===== src/rtl/sync_fifo_param.sv =====
// sync_fifo_param: single-clock FIFO with registered read data, level flags and sticky error flags.
module sync_fifo_param #(
  parameter int DATA_W = 8,
  parameter int DEPTH  = 8,
  parameter int AF_LVL = DEPTH - 2,
  parameter int AE_LVL = 2
) (
  input  logic                     clk,
  input  logic                     rst_n,
  input  logic                     wr,
  input  logic [DATA_W-1:0]        data_in,
  input  logic                     rd,
  input  logic                     clr_err,
  output logic [DATA_W-1:0]        data_out,
  output logic                     rd_valid,
  output logic [$clog2(DEPTH):0]   fifo_cnt,
  output logic                     empty,
  output logic                     full,
  output logic                     almost_empty,
  output logic                     almost_full,
  output logic                     overflow,
  output logic                     underflow
);
  localparam int AW    = $clog2(DEPTH);
  localparam int CNT_W = AW + 1;
  logic [DATA_W-1:0] mem [DEPTH];
  logic [AW-1:0]     wr_ptr_q, wr_ptr_d, rd_ptr_q, rd_ptr_d;
  logic [CNT_W-1:0]  cnt_q, cnt_d;
  logic [DATA_W-1:0] dout_q, dout_d;
  logic              rd_valid_q, rd_valid_d, ovf_q, ovf_d, udf_q, udf_d;
  logic              wr_acc, rd_acc;
  assign empty        = cnt_q == '0;
  assign full         = cnt_q == CNT_W'(DEPTH);
  assign almost_full  = cnt_q >= CNT_W'(AF_LVL);
  assign almost_empty = cnt_q <= CNT_W'(AE_LVL);
  assign fifo_cnt     = cnt_q;
  assign data_out     = dout_q;
  assign rd_valid     = rd_valid_q;
  assign overflow     = ovf_q;
  assign underflow    = udf_q;
  // A read frees a slot in the same edge, so a full FIFO still takes a write alongside it.
  always_comb begin
    rd_acc     = rd && !empty;
    wr_acc     = wr && (!full || rd_acc);
    wr_ptr_d   = wr_acc ? wr_ptr_q + AW'(1) : wr_ptr_q;
    rd_ptr_d   = rd_acc ? rd_ptr_q + AW'(1) : rd_ptr_q;
    cnt_d      = (wr_acc && !rd_acc) ? cnt_q + CNT_W'(1) :
                 (rd_acc && !wr_acc) ? cnt_q - CNT_W'(1) : cnt_q;
    dout_d     = rd_acc ? mem[rd_ptr_q] : dout_q;
    rd_valid_d = rd_acc;
    ovf_d      = (wr && !wr_acc) || (ovf_q && !clr_err);
    udf_d      = (rd && empty) || (udf_q && !clr_err);
  end
  always_ff @(posedge clk or negedge rst_n) begin
    if (!rst_n) begin
      wr_ptr_q   <= '0;
      rd_ptr_q   <= '0;
      cnt_q      <= '0;
      dout_q     <= '0;
      rd_valid_q <= 1'b0;
      ovf_q      <= 1'b0;
      udf_q      <= 1'b0;
    end else begin
      wr_ptr_q   <= wr_ptr_d;
      rd_ptr_q   <= rd_ptr_d;
      cnt_q      <= cnt_d;
      dout_q     <= dout_d;
      rd_valid_q <= rd_valid_d;
      ovf_q      <= ovf_d;
      udf_q      <= udf_d;
    end
  end
  // Storage has no reset; an entry is only read after it has been rewritten.
  always_ff @(posedge clk) begin
    if (wr_acc) mem[wr_ptr_q] <= data_in;
  end
endmodule


===== config.mk =====
export PLATFORM = sky130hd
export DESIGN_NAME = sync_fifo_param
export DESIGN_NICKNAME = d
export VERILOG_FILES = /design/src/rtl/sync_fifo_param.sv
export SDC_FILE = /design/constraint.sdc
export NUM_CORES = 1
export LEC_CHECK = 0
export BUFFER_PORTS_ARGS = -buffer_cell sky130_fd_sc_hd__buf_2
export CORE_ASPECT_RATIO = 1.5
export CORE_MARGIN = 2
export CORE_UTILIZATION = 40
export CTS_CLUSTER_SIZE = 14
export DETAILED_ROUTE_END_ITERATION = 10
export PLACE_DENSITY = 0.55
export SYNTH_ARGS = -nofsm -noshare
export SYNTH_HDL_FRONTEND = slang
export SYNTH_SLANG_ARGS = --single-unit

===== constraint.sdc =====
create_clock -name clk -period 4.9 [get_ports clk]
set_input_delay 0.245 -clock clk [delete_from_list [all_inputs] [get_ports clk]]
set_output_delay 0.245 -clock clk [all_outputs]
set_load 0.01 [all_outputs]

==> results_dict.tcl <==
set metrics [dict create \
    dr.max_layer_used "met4" \
    drt_pass1_iterations 4 \
    slew_violations 0 \
    ys_warn_count 0 \
    status "completed" \
    root_buffer "clkbuf_16" \
    rsz0062_at_grt "no" \
    fmax_mhz 318 \
    die-area_um2 9480 \
    path_class "flip-flop to flip-flop" \
    synthArstFlopShare_pct 24.7 \
    grt_pass1_vias 1977 \
    track_usage_pct 16.3 \
    hold_buffers 1 \
    grt_max_degree 35 \
    synth-edff-count 64 \
    core_area_um2 8410 \
    clkSinkCount 85 \
    fin_tns_setup_ns 0 \
    clkPwrFrac_pct 24.2 \
    cts_setup_buffers 0 \
    crit_slowest_cell "nand2b_1" \
    end_kind "flip-flop" \
    yosysMostFrequentCell "edfxtp_1" \
    swShare_pct 33.1 \
    boundaryPins 32 \
    power_frac_comb_pct 32.6 \
    clock_latency_ns 0.34 \
    cts_tree "yes" \
    gp_congestion 0.689 \
    num_rows 41 \
    power_density_nw_per_um2 603 \
    leakage_nw 1.53 \
    wl_met1_mm 2.80 \
    dpl.hpwl_mm 4.61 \
    max_stage_delay_ns 0.58 \
    synth_flop_cell "edfxtp_1" \
    synthCells 222 \
    initialDrtViolationCount 96 \
    die_w_um 80.2 \
    hp-class "input port to flip-flop" \
    hold_viol 0 \
    maxSlewHeadroom_pct 38.3 \
    antenna_cells 0 \
    nets 280 \
    io_buffer_count 31 \
    yosysTopAreaCell "edfxtp_1" \
    seq_area_um2 2450 \
    synth_area_um2 3480 \
    htreeDepth 3 \
    syn_to_final_growth_pct 15.4 \
    seq_power_share_pct 43.3 \
    layout-drive-gt1-share_pct 26.4 \
    cap_viol_max_count 0 \
    synth_commonest_cells "edfxtp_1 (64), dfrtp_1 (21), nand2_1 (21), mux2_2 (17), mux2i_1 (17)" \
    crit_path_cell_trace "nor4_1 > nand2b_1 > ha_1 > inv_1 > ha_1 > a21o_1 > a2111oi_0 > o31ai_1" \
    antenna_found_initial 0 \
    skew_ns 0.00883 \
    worstMarginPinSlew_ns 0.922 \
    synthTopCellsByArea "edfxtp_1 (55%), dfrtp_1 (15%), mux2_2 (5.5%)" \
    ant_nets 0 \
    routed_wl_mm 6.97 \
    netlist.area_leader.share_pct 55.2 \
    grt-ovfl-total 0 \
    wl_met3_um 213 \
    post-place-ws_ns 1.73 \
    clk_pin_slew_worst_paths_ns 0.06 \
    fill_cells 763 \
    finalWorstSetupSlack_ns 1.76 \
    vias 1895 \
    crit_arrival_ns 3.35 \
    internal_power_w 0.00162 \
    ir_worst_vdd_mv 0.288 \
    wl_met2_mm 3.75 \
    synth_nets 241 \
    grt_pass1_wl_mm 10.9 \
    die_h_um 118 \
    setup_viol 0 \
    period_share_pct 64.1 \
    drc 0 \
    numCtsBuffers 9 \
    cts_resized 0 \
    floorplan.initialDensity_pct 41.4 \
    multi_input_area_um2 963 \
    crit_path_frequent_cell "ha_1" \
    crit_path_start_kind "flip-flop" \
    yosysSeqAreaShare_pct 70.3 \
    syn_area_per_cell_um2 15.7 \
    synth_seq_cells 85 \
    clockBufferDepth 2 \
    vias_per_cell 5.09 \
    period_minus_slack_ns 3.14 \
    crit_fanout 20 \
    netSwitchingPower_w 0.000800 \
    crit_required_ns 5.11 \
    worstPathBufferInverterCount 1 \
    wire_per_inst_um 18.7 \
    ys_types 35 \
    cp_top_family "simple AND/OR/NAND/NOR gates" \
]
-- final timing paths --
| path | cells past startpoint | to | slack (ns) | start |
|---|---|---|---|---|
| worst max-delay path | 8 | fifo_cnt[3] | 1.76 | fifo_cnt[0] |
| worst min-delay path | 2 | overflow | 0.18 | wr |
| worst max register to register | 8 | fifo_cnt[3] | 1.76 | fifo_cnt[0] |
| worst min register to register | 2 | data_out[5] | 0.48 | data_out[5] |
| max in group asynchronous | 2 | wr_ptr_q[0] | 4.17 | rst_n |
| min in group asynchronous | 2 | wr_ptr_q[1] | 0.40 | rst_n |
-- layer usage --
metal  global-route usage (%)  vias to the layer above
met1                     18.8                      938
met4                     8.69                        0
met5                        0                        -
met3                     4.12                       10
li1                         -                      920
met2                     27.1                       27
-- power by group through the flow --
stage | sequential (W) | clock [W] | combinational, W
2_1_floorplan | 0.00107 | 0 | 0.000539
3_3_place_gp | 0.00105 | 0 | 0.000801
3_5_place_dp | 0.00106 | 0 | 0.000812
4_1_cts | 0.00105 | 0.000599 | 0.000813
5_1_grt | 0.00107 | 0.000630 | 0.000871
6_report | 0.00105 | 0.000585 | 0.000788
-- placed cells by master (no fill, tap or decap), types with 6 or more instances in the layout --
master and count:
a221o_1 8, buf_2 31, clkbuf_16 9, dfrtp_1 21, edfxtp_1 64, mux2_2 17, mux2i_1 17, nand2_1 21
nor3_1 6, o21ai_0 9, o22ai_1 8, xnor2_1 6
-- area by class of cell --
cell class / instances / area share (%)
multi-input combinational: 123 / 24.0
tap: 107 / 3.33
timing repair buffer: 37 / 5.05
inverter: 5 / 0.530
clock inverter: 5 / 0.467
clock buffer: 10 / 5.70
sequential: 85 / 60.9
-- sequential cells by signal, indices dropped and copies added, names as in the netlist --
register	count
underflow	1
rd_ptr_q	3
mem	64
overflow	1
rd_valid	1
fifo_cnt	4
data_out	8
wr_ptr_q	3
-- cell families (layout without fill, tap and decap cells) --
family                   count (synthesis)  after routing  synth area share (%)
buffers and inverters                   14             57                  2.30
XOR/XNOR                                 6              6                  1.51
multiplexers                            34             34                  10.4
AND/OR/NAND/NOR                         42             42                  5.65
adder cells (fa/ha/maj)                  6              6                  2.37
flip-flops                              85             85                  70.3
AO/OA/AOI/OAI                           35             35                  7.44
-- worst register-to-register path, stage by stage (launching register included) --
cell and delay (ns):
dfrtp_1 0.46, nor4_1 0.43, nand2b_1 0.58, ha_1 0.34
inv_1 0.13, ha_1 0.29, a21o_1 0.21, a2111oi_0 0.43
o31ai_1 0.14
-- through the flow --
stage | cells | instance area (µm²) | utilization, % | hold WS [ns] | total power [W]
final | 372 | 4020 | 47.7 | 0.178 | 0.00242
after global routing | 372 | 4020 | 47.7 | 0.179 | 0.00257
after CTS | 372 | 4020 | 47.7 | 0.169 | 0.00246
after detailed placement | 356 | 3760 | 44.7 | 0.235 | 0.00187
after global placement | 356 | 3760 | 44.7 | 0.231 | 0.00185
after floorplan | 222 | 3480 | - | -0.0506 | 0.00160
Note: power is estimated with default switching activity, not from simulation.
